==> src/rtl/pixel_write_engine.sv <==
// ---------------------------------------------------------------------------
// pixel_write_engine
//
// Framebuffer write stage fed by the addressing engine. Each accepted command
// names one 12-bit pixel inside an 8-pixel group that is packed into three
// consecutive 32-bit words (96 bits). The engine read-modify-writes the one
// or two words that hold the pixel and then reopens the handshake.
//
// Ports:
//   clk          system clock, all state on the rising edge
//   rst_         asynchronous active-low reset
//   init_addr    word address of word 0 of the pixel group
//   addr_offset  pixel index k within the group (0-7)
//   in_color     12-bit pixel colour
//   in_rts       upstream has a command
//   in_rtr       engine can take a command (transfer = in_rts & in_rtr)
//   mem_en       memory request valid
//   mem_we       1 = write, 0 = read
//   mem_addr     request word address
//   mem_wdata    write data
//   mem_gnt      arbiter grant; request taken when mem_en & mem_gnt
//   mem_rdata    read data, valid the cycle after an accepted read
//   done         one-cycle pulse after the final write of a pixel
// ---------------------------------------------------------------------------
module pixel_write_engine (
  input  logic        clk,
  input  logic        rst_,
  input  logic [16:0] init_addr,
  input  logic [2:0]  addr_offset,
  input  logic [11:0] in_color,
  input  logic        in_rts,
  output logic        in_rtr,
  output logic        mem_en,
  output logic        mem_we,
  output logic [16:0] mem_addr,
  output logic [31:0] mem_wdata,
  input  logic        mem_gnt,
  input  logic [31:0] mem_rdata,
  output logic        done
);

  typedef enum logic [1:0] {
    IDLE  = 2'd0,
    READ  = 2'd1,
    WAIT  = 2'd2,
    WRITE = 2'd3
  } state_t;

  state_t      state;
  logic [2:0]  k_q;
  logic [11:0] color_q;
  logic        two_word_q;
  logic        word_idx_q;

  // Index (0..2) of the first group word touched by pixel k.
  function automatic logic [1:0] first_word(input logic [2:0] k);
    if (k < 3'd3)      return 2'd0;
    else if (k < 3'd6) return 2'd1;
    else               return 2'd2;
  endfunction

  // Merge: place the colour at bit 12k of the 96-bit group, then pick out
  // the 32-bit slice for the word currently being processed. Pixels that
  // straddle a word boundary simply contribute part of their field to each
  // of the two slices.
  logic [6:0]  shift;
  logic [95:0] grp_mask;
  logic [95:0] grp_data;
  logic [1:0]  grp_word;
  logic [31:0] word_mask;
  logic [31:0] word_data;
  logic [31:0] merged;

  always_comb begin
    shift     = {4'd0, k_q} * 7'd12;
    grp_mask  = {84'd0, 12'hFFF} << shift;
    grp_data  = {84'd0, color_q} << shift;
    grp_word  = first_word(k_q) + {1'b0, word_idx_q};
    word_mask = 32'd0;
    word_data = 32'd0;
    case (grp_word)
      2'd0: begin
        word_mask = grp_mask[31:0];
        word_data = grp_data[31:0];
      end
      2'd1: begin
        word_mask = grp_mask[63:32];
        word_data = grp_data[63:32];
      end
      default: begin
        word_mask = grp_mask[95:64];
        word_data = grp_data[95:64];
      end
    endcase
    merged = (mem_rdata & ~word_mask) | (word_data & word_mask);
  end

  // Control FSM. All memory-side outputs are registered so they stay put
  // while the arbiter withholds the grant. mem_rdata is only looked at in
  // WAIT, which is always the cycle right after the read was accepted.
  always_ff @(posedge clk or negedge rst_) begin
    if (!rst_) begin
      state      <= IDLE;
      in_rtr     <= 1'b1;
      mem_en     <= 1'b0;
      mem_we     <= 1'b0;
      mem_addr   <= 17'd0;
      mem_wdata  <= 32'd0;
      done       <= 1'b0;
      k_q        <= 3'd0;
      color_q    <= 12'd0;
      two_word_q <= 1'b0;
      word_idx_q <= 1'b0;
    end else begin
      done <= 1'b0;
      case (state)
        IDLE: begin
          if (in_rts) begin
            k_q        <= addr_offset;
            color_q    <= in_color;
            two_word_q <= (addr_offset == 3'd2) || (addr_offset == 3'd5);
            word_idx_q <= 1'b0;
            mem_addr   <= init_addr + {15'd0, first_word(addr_offset)};
            mem_en     <= 1'b1;
            mem_we     <= 1'b0;
            in_rtr     <= 1'b0;
            state      <= READ;
          end
        end
        READ: begin
          if (mem_gnt) begin
            mem_en <= 1'b0;
            state  <= WAIT;
          end
        end
        WAIT: begin
          mem_wdata <= merged;
          mem_en    <= 1'b1;
          mem_we    <= 1'b1;
          state     <= WRITE;
        end
        WRITE: begin
          if (mem_gnt) begin
            if (two_word_q && !word_idx_q) begin
              // Second half of a split pixel lives in the next word.
              word_idx_q <= 1'b1;
              mem_addr   <= mem_addr + 17'd1;
              mem_we     <= 1'b0;
              state      <= READ;
            end else begin
              mem_en <= 1'b0;
              mem_we <= 1'b0;
              in_rtr <= 1'b1;
              done   <= 1'b1;
              state  <= IDLE;
            end
          end
        end
        default: begin
          state <= IDLE;
        end
      endcase
    end
  end

endmodule

==> config.mk <==
export PLATFORM = sky130hd
export DESIGN_NAME = pixel_write_engine
export DESIGN_NICKNAME = d
export VERILOG_FILES = /design/src/rtl/pixel_write_engine.sv
export SDC_FILE = /design/constraint.sdc
export NUM_CORES = 1
export LEC_CHECK = 0
export ABC_CLOCK_PERIOD_IN_PS = 3000
export BUFFER_PORTS_ARGS = -buffer_cell sky130_fd_sc_hd__buf_2
export CAP_MARGIN = 15
export CORE_AREA = 2 2 143 75
export CTS_CLUSTER_SIZE = 12
export DETAILED_ROUTE_END_ITERATION = 16
export DIE_AREA = 0 0 145 77
export GPL_TIMING_DRIVEN = 0
export PLACE_DENSITY_LB_ADDON = 0.05
export SYNTH_ARGS = -nofsm -noshare
export SYNTH_HDL_FRONTEND = slang
export SYNTH_SLANG_ARGS = --single-unit
==> constraint.sdc <==
create_clock -name clk -period 3 [get_ports clk]
set_input_delay 0 -clock clk [delete_from_list [all_inputs] [get_ports clk]]
set_output_delay 0 -clock clk [all_outputs]
set_load 0.03 [all_outputs]
# After elaboration in Yosys (flattened, before gate mapping)
# Index checks and enable logic that the tools add are counted.
# word_totals
regBits	72
inputBits	68
output_inout_bits	53
# op_classes
add_sub_neg	3
n_mul	1
n_lt_le_gt_ge	4
eq_ne	11
shift	2
muxes	33
n_bitwise	4
reduce_logical	13
# op_table
op	count
case mux 32 bit (2 select lines)	2
left shift 12 x 7 -> 96 bit	1
left shift 12 x 7 -> 96 bit, first input constant	1
AND 32 bit	2
2-to-1 mux 17 bit	3
case mux 17 bit (2 select lines)	1
NOT 32 bit	1
bitwise OR 32 bit	1
2-to-1 mux 2 bit	9
adder 17 x 1 -> 17 bit, second input constant	1
adder 17 x 2 -> 17 bit	1
2-to-1 mux 1 bit	13
AND reduction 4 bit	3
inequality test 2 bit, second input constant	5
case mux 2 bit (4 select lines)	1
less-than comparator 3 x 2 -> 1 bit, second input constant	2
less-than comparator 3 bit, second input constant	2
AND reduction 3 bit	2
multiplier 3 x 2 -> 5 bit, second input constant	1
== test 2 x 1 -> 1 bit, second input constant	2
== test 2 bit, second input constant	2
zero test 2 bit	2
case mux 1 bit (2 select lines)	2
case mux 1 bit (4 select lines)	1
other kinds (10)	10

# Longest topological paths before layout
# Gate-level depths: netlist (run 1).
# depth
ltp_word	9
depth_mapped	13
mapped_depth_nobuf	11

# Worst setup path after synthesis (run 1)
# Ideal clock, no wire load.
# synth_path
path_kind	register -> register
start	reg k_q[0]
end	reg mem_wdata[24]
setup_time_ns	0.126
arrival_time_ns	3.182
required_ns	2.874
setup_slack_ns	-0.308
path_stages_with_launch	13
path_buffers	3
cell_sequence	dfrtp_1 > clkbuf_1 > clkbuf_1 > buf_1 > nand3_1 > o21ai_0 > ha_1 > xnor3_1 > nor3_4 > nor2_2 > or3_4 > and2_4 > a221o_1
# synth_between
elab_chain_cells	9
elab_cells_between_ends	16
classes_between	1 x add/sub; 1 x mul; 2 x order compare; 1 x eq/ne; 2 x shift; 4 x mux; 4 x bitwise; 1 x reduce/logical
# synth_rtl
element	line	source
start, declared	50	logic [2:0] k_q;
start signal, assigned	119	k_q <= addr_offset;
branches (longest 8 deep; another with multiplier 3 x 2 -> 5 bit)	-	
bitwise OR 32 bit (*)	95	merged = (mem_rdata & ~word_mask) | (word_data & word_mask);
end signal, assigned	137	mem_wdata <= merged;
end, declared	36	output logic [31:0] mem_wdata,
# Every way passes the cells marked *.
# A chain may end at the register's enable or synchronous reset.

# Worst setup path in the final report (run 1)
# layout_path
start	reg k_q[0]
end	reg mem_wdata[29]
# Same word-level chain as after synthesis.

==> impl_metrics.py, run 1 <==
metrics = {
    "worst_setup_path": {
        "crit_path_end_kind": "flop",
        "cp.required_ns": 3.22,
        "r2r-end": "mem_wdata[29]",
        "critical_path_class": "reg2reg",
        "slowest_stage": "dfrtp_2",
        "timing.critical_path.slowest_cell_delay_ns": 0.44,
        "r2r_slack_ns": 0.04,
        "r2r_cells": 11,
        "worstPathArrival_ns": 3.17,
        "crit_fanout": 11,
        "path_cells": "clkbuf_8 -> buf_8 -> nand3_1 -> o21ai_1 -> ha_2 -> xnor3_1 -> nor3_4 -> nor2_4 -> or3_4 -> and2_4 -> a221o_1",
        "r2r-start": "k_q[0]",
        "start_kind": "flop",
    },
    "drt": {
        "first_pass_iters": 5,
        "detail_route.wl_per_cell_um": 18.4,
        "vias_per_cell": 5.76,
        "ant_nets": 0,
        "drcViolationCount": 0,
        "finalWirelength_mm": 15.7,
        "drt-initial-drc-count": 491,
        "dr_total_vias": 4917,
    },
    "floorplanning": {
        "die_w_um": 145,
        "initial_utilization": 0.478,
        "die_area_um2": 11200,
        "core.rowCount": 26,
        "io_pins": 121,
        "die_h_um": 77,
        "core_um2": 9920,
    },
    "logic_synthesis": {
        "synth_cell_types": 55,
        "ys_seq_area_frac": 0.380,
        "ys.flop_type": "dfrtp_1",
        "synth_edf_count": 0,
        "synthesis.area_per_instance_um2": 9.07,
        "synth_nets": 609,
        "synth_seq_cells": 72,
        "netlist.area_leader.share": 0.375,
        "synth.cell_area_um2": 4740,
        "synth_cells": 523,
        "yosys.area.top_type": "dfrtp_1",
        "synth_area_leaders": "dfrtp_1 (37%), mux2_2 (5.0%), mux2i_1 (4.9%), nand2_1 (4.8%), ha_1 (4.2%)",
        "ys_async_sr_fraction": 1.00,
        "ys_warn_count": 0,
    },
    "placement": {
        "portBuffers": 120,
        "dp_cells": 784,
        "place.gp.congestion": 0.908,
        "hpwl_mm": 11.7,
        "dpl_cell_area_um2": 5550,
    },
    "status": {
        "status": "complete, no violations",
    },
    "power": {
        "max-vdd-ir-drop_mv": 0.743,
        "powerDensity_nw_per_um2": 1390,
        "p_leak_nw": 2.94,
    },
    "clocking": {
        "cts_buffer_depth": 2,
        "htree_levels": 3,
        "path_clk_slew_ns": 0.06,
        "clk_latency_ns": 0.34,
        "cts.sinks": 72,
        "cts_tree": "yes",
        "cts_made_buffers": 9,
        "cts-root-buf": "clkbuf_16",
    },
    "cells_and_area": {
        "fillers": 842,
        "nets": 795,
        "drive_above_1_share": 0.280,
        "antenna_cells": 0,
        "post-route-util": 0.658,
        "stdcell_count": 854,
        "final_cell_area_um2": 6530,
        "syn_to_final_growth_pct": 37.7,
    },
    "hold_path": {
        "worstHoldPathType": "in2reg",
        "hold_path_end": "mem_wdata[21]",
        "hold_start": "mem_rdata[21]",
        "holdPathStages": 3,
    },
    "sta": {
        "fin_crit_sh": 0.986,
        "fmax_mhz": 338,
        "tns_ns": 0,
        "whs_ns": 0.00415,
        "hold_violations": 0,
        "finalMaxSlewViolations": 0,
        "worst_slew_pin_slew_ns": 0.880,
        "post-route-min-period_ns": 2.96,
        "rsz0062_at_grt": "true",
        "setup_viol": 0,
        "relSlewSlack": 0.411,
        "finalClockSkew_ns": 0.00778,
    },
    "global_routing": {
        "grt_usage": 0.288,
        "grt_max_degree": 39,
        "grt_pass1_vias": 4655,
        "grt_pass1_wl_mm": 25.1,
        "grt-ovfl-total": 0,
        "antenna_found_initial": 0,
    },
    "run": {
        "maxCapViolCount": 0,
    },
}
==> cell type report <==
cell class                 instances  area, um^2  area share
inverter                          20        77.6      0.0119
clock inverter                     7         103      0.0157
clock buffer                       9         225      0.0345
tap                              140         175      0.0268
buffer                            23         111      0.0170
sequential                        72        1810       0.276
multi-input combinational        405        2860       0.438
timing repair buffer             178        1170       0.179
==> layout by cell type, fill, tap and decap left out, types with 9 or more instances in the layout <==
| master | netlist | final |
|---|---|---|
| nand2b_1 | 9 | 9 |
| nand2_1 | 61 | 61 |
| and3_1 | 10 | 9 |
| clkbuf_1 | 24 | 18 |
| buf_2 | 0 | 119 |
| nor2_1 | 34 | 34 |
| buf_4 | 0 | 10 |
| mux2i_1 | 23 | 23 |
| ha_1 | 16 | 15 |
| mux2_2 | 21 | 21 |
| clkbuf_16 | 0 | 9 |
| inv_1 | 20 | 18 |
| xnor2_1 | 12 | 11 |
| dfrtp_1 | 71 | 69 |
| a21oi_1 | 17 | 16 |
| nand3_1 | 25 | 25 |
| o21ai_0 | 32 | 31 |
| nor3_1 | 21 | 21 |
| dlygate4sd3_1 | 0 | 48 |
| a221o_1 | 16 | 16 |
| o22ai_1 | 9 | 9 |
==> flip-flops by register name (all words and copies together), names as in the netlist <==
signal and flops:
k_q 3, mem_we 1, mem_wdata 32, done 1
state 2, mem_addr 17, word_idx_q 1, in_rtr 1
two_word_q 1, mem_en 1, color_q 12
==> worst max-delay path, delay by kind of cell, from the launching register on <==
kind	cells	cell delay, ns
and+or+nand+nor	5	1.01
DFF	1	0.44
AOI/OAI and AO/OA	2	0.36
adders and majority gates	1	0.35
xor gates and xnor gates	1	0.34
buffers and inverters	2	0.34
==> Yosys cell counts, drive strengths merged, types with 17 or more instances <==
| cell | number |
|---|---|
| nand3 | 25 |
| dfrtp | 71 |
| nor3 | 22 |
| mux2i | 23 |
| nand2 | 61 |
| inv | 20 |
| a21oi | 17 |
| clkbuf | 24 |
| o21ai | 35 |
| mux2 | 21 |
| nor2 | 35 |
==> cell families after synthesis <==
kind of cell / count (synthesis) / synth area share
AO/OA/AOI/OAI: 131 / 0.195
XOR/XNOR: 20 / 0.0398
adder cells (fa/ha/maj): 18 / 0.0506
buffers and inverters: 46 / 0.0364
flip-flops: 72 / 0.380
multiplexers: 44 / 0.0984
AND/OR/NAND/NOR: 192 / 0.199
==> worst max-delay path by stage <==
stage,startpoint,end,slack [ns],cells past startpoint
floorplan,k_q[0],mem_wdata[24],0.008,12
global placement,k_q[0],mem_wdata[0],-0.76,13
detailed placement,k_q[0],mem_wdata[0],-0.71,13
CTS,k_q[0],mem_wdata[29],0.01,12
global route,k_q[0],mem_wdata[5],-0.04,10
finish,k_q[0],mem_wdata[29],0.04,11
==> timing repair <==
| item | CTS | global route |
|---|---|---|
| hold endpoints to repair | 81 | 0 |
| endpoints found under the setup margin | 32 | 37 |
| buffers inserted | 6 | 3 |
| resized for setup | 23 | 12 |
| pin swaps | 5 | 5 |
| hold buffers | 48 | 0 |
==> layer usage <==
metal	vias up	GRT usage	share of wire
met5	-	0	0
met4	0	0.0485	0.0055
met3	12	0.0851	0.11
met2	266	0.387	0.38
met1	2334	0.453	0.50
li1	2305	-	-
==> where the power goes <==
group	internal (mW)	leakage [nW]	switching, mW
combinational	2.21	1.91	3.70
sequential	1.48	0.869	0.508
clock	0.737	0.157	0.445
==> stage by stage <==
stage	power (mW)	worst slack, ns
2_1_floorplan	5.70	0.00770
3_5_place_dp	7.24	-0.714
4_1_cts	8.86	0.0113
5_1_grt	9.66	-0.0430
6_report	9.08	0.0427
3_3_place_gp	7.12	-0.761
No activity file was read; power rests on OpenSTA's default activity.
==> run 2, diff against run 1 <==
==> config.mk (replaced) <==
export PLATFORM = sky130hd
export DESIGN_NAME = pixel_write_engine
export DESIGN_NICKNAME = d
export VERILOG_FILES = /design/src/rtl/pixel_write_engine.sv
export SDC_FILE = /design/constraint.sdc
export NUM_CORES = 1
export LEC_CHECK = 0
export ABC_CLOCK_PERIOD_IN_PS = 3300
export BUFFER_PORTS_ARGS = -buffer_cell sky130_fd_sc_hd__buf_2
export CAP_MARGIN = 15
export CORE_AREA = 2 2 136 72
export CTS_CLUSTER_SIZE = 12
export DETAILED_ROUTE_END_ITERATION = 16
export DIE_AREA = 0 0 138 74
export GPL_TIMING_DRIVEN = 0
export PLACE_DENSITY_LB_ADDON = 0.05
export RECOVER_POWER = 25
export SYNTH_ARGS = -nofsm -noshare
export SYNTH_HDL_FRONTEND = slang
export SYNTH_SLANG_ARGS = --single-unit
==> constraint.sdc (replaced) <==
create_clock -name clk -period 3.3 [get_ports clk]
set_input_delay 0 -clock clk [delete_from_list [all_inputs] [get_ports clk]]
set_output_delay 0 -clock clk [all_outputs]
set_load 0.03 [all_outputs]
==> run 2 against run 1 <==
Effect of this change:
- the run now ends with capacitance limit, slew limit left
- die area down 8.5%
- sequential power shrank 9%
- combinational power is 15% lower
- global-route usage is 1.2 points higher
- critical endpoint is now mem_wdata[28]
- largest cell class unchanged
==> impl_metrics.py, run 2 (same netlist as run 1, synthesis figures left out) <==
metrics = {
    "global_routing": {
        "grt-ovfl-total": 0,
        "grt_pass1_vias": 4419,
        "grt_pass1_wl_mm": 23.8,
        "antenna_found_initial": 0,
        "grt_usage": 0.300,
        "grt_max_degree": 39,
    },
    "sta": {
        "hold_violations": 0,
        "tns_ns": 0,
        "setup_viol": 0,
        "rsz0062_at_grt": "false",
        "finalMaxSlewViolations": 36,
        "fin_crit_sh": 0.952,
        "worst_slew_pin_slew_ns": 1.99,
        "finalClockSkew_ns": 0.00745,
        "fmax_mhz": 318,
        "relSlewSlack": -0.325,
        "post-route-min-period_ns": 3.14,
    },
    "power": {
        "swShare": 0.513,
        "max-vdd-ir-drop_mv": 0.609,
        "p_leak_nw": 2.89,
        "seqPwrFrac": 0.228,
        "power.share.clock": 0.137,
        "powerDensity_nw_per_um2": 1230,
        "intPower_mw": 3.85,
        "p_switching_mw": 4.06,
        "combPwrFrac": 0.635,
    },
    "worst_setup_path": {
        "critical_path_class": "reg2reg",
        "r2r-start": "k_q[0]",
        "crit_path_end_kind": "flop",
        "r2r_cells": 11,
        "worstPathArrival_ns": 3.36,
        "r2r-end": "mem_wdata[28]",
        "cp.required_ns": 3.52,
        "start_kind": "flop",
        "r2r_slack_ns": 0.16,
        "crit_fanout": 17,
        "crit_path_start": "k_q[0]",
    },
    "floorplanning": {
        "die_w_um": 138,
        "core.rowCount": 25,
        "die_area_um2": 10200,
        "core_um2": 9070,
        "die_h_um": 74,
        "initial_utilization": 0.523,
        "io_pins": 121,
    },
    "cells_and_area": {
        "largest_reg_flops": 32,
        "reg_top3": "mem_wdata x32, mem_addr x17, color_q x12",
        "antenna_cells": 0,
        "fillers": 741,
        "drive_above_1_share": 0.257,
        "stdcell_count": 833,
        "final_common_cell": "buf_2",
        "layout_common_cells": "buf_2 (119), dfrtp_1 (69), nand2_1 (61)",
        "largest_register": "mem_wdata",
        "nets": 793,
        "syn_to_final_growth_pct": 35.1,
    },
    "status": {
        "violations": "capacitance limit, slew limit",
        "status": "finished with violations",
    },
    "clocking": {
        "cts_tree": "yes",
        "path_clk_slew_ns": 0.06,
        "cts-root-buf": "clkbuf_16",
        "cts_made_buffers": 9,
        "cts.sinks": 72,
        "cts_buffer_depth": 2,
        "htree_levels": 3,
        "clk_latency_ns": 0.34,
    },
    "placement": {
        "portBuffers": 120,
        "place.gp.congestion": 0.925,
        "hpwl_mm": 11.4,
        "dp_cells": 765,
    },
    "run": {
        "maxCapViolCount": 1,
    },
    "drt": {
        "vias_per_cell": 5.89,
        "drcViolationCount": 0,
        "finalWirelength_mm": 15.3,
        "detail_route.wl_per_cell_um": 18.3,
        "ant_nets": 0,
        "drt-initial-drc-count": 468,
        "first_pass_iters": 6,
        "dr_total_vias": 4908,
    },
    "hold_path": {
        "hold_start": "init_addr[10]",
        "hold_path_end": "mem_addr[10]",
        "worstHoldPathType": "in2reg",
        "holdPathStages": 4,
    },
}
-- run 2: cell types whose count changed in the layout (fill, tap and decap cells not counted), moves of 2 or more --
cell | previous run | this run
dlygate4sd3_1 | 48 | 52
clkbuf_1 | 18 | 22
buf_4 | 10 | 1
clkinv_4 | 2 | 0
inv_1 | 18 | 20
-- run 2: critical path, cell delays in order (launching register included) --
cell and delay (ns):
dfrtp_2 0.44, buf_8 0.17, clkbuf_4 0.20, nand3_1 0.07
o21ai_0 0.09, ha_2 0.40, xnor3_1 0.35, nor3_4 0.30
nor2_2 0.14, or3_4 0.38, and2_4 0.19, a221o_1 0.29
-- run 2: layer usage --
layer,wire length (um),GRT usage,vias up
li1,-,-,2301
met1,7810,0.485,2345
met2,5960,0.400,247
met3,1360,0.0728,15
met4,133,0.0567,0
met5,0,0,-
-- run 2: layout make-up --
class	count	area, um^2	area share
Clock inverter	7	101	0.0158
Buffer	25	110	0.0172
Sequential cell	72	1810	0.282
Timing Repair Buffer	174	1130	0.177
Multi-Input combinational cell	405	2810	0.438
Inverter	20	75.1	0.0117
Clock buffer	9	225	0.0351
Tap cell	121	151	0.0236
-- run 2: through the flow --
step,worst slack (ns),hold WS [ns],instance area [um^2],power (mW),utilization
after global routing,0.00725,0.00851,6410,8.41,0.707
after floorplan,0.0812,-0.296,4740,5.18,-
after global placement,-0.602,0.231,5500,6.42,0.606
after detailed placement,-0.579,-0.0135,5520,6.54,0.608
after CTS,0.0208,0.00298,6380,7.72,0.703
final,0.158,0.00778,6410,7.91,0.707
-- run 2: worst max path at each step --
stage / slack [ns] / cells past startpoint / to
after floorplan: 0.08 / 12 / mem_wdata[24]
after global placement: -0.60 / 13 / mem_wdata[1]
after detailed placement: -0.58 / 13 / mem_wdata[0]
after CTS: 0.02 / 11 / mem_wdata[28]
after global routing: 0.007 / 11 / mem_wdata[28]
final: 0.16 / 11 / mem_wdata[28]
-- run 2: what timing repair did --
| action | CTS | global route |
|---|---|---|
| gates resized for setup | 6 | 12 |
| endpoints found under the setup margin | 32 | 32 |
| hold buffers | 52 | 0 |
| pin swaps | 0 | 1 |
| hold endpoints to repair | 85 | 0 |
| setup buffers | 0 | 1 |
-- run 2: power by group through the flow --
stage | registers (mW) | clock network [mW] | logic, mW
6_report | 1.80 | 1.09 | 5.02
5_1_grt | 1.86 | 1.13 | 5.41
4_1_cts | 1.78 | 1.11 | 4.83
3_5_place_dp | 1.79 | 0 | 4.75
3_3_place_gp | 1.76 | 0 | 4.66
2_1_floorplan | 2.30 | 0 | 2.87
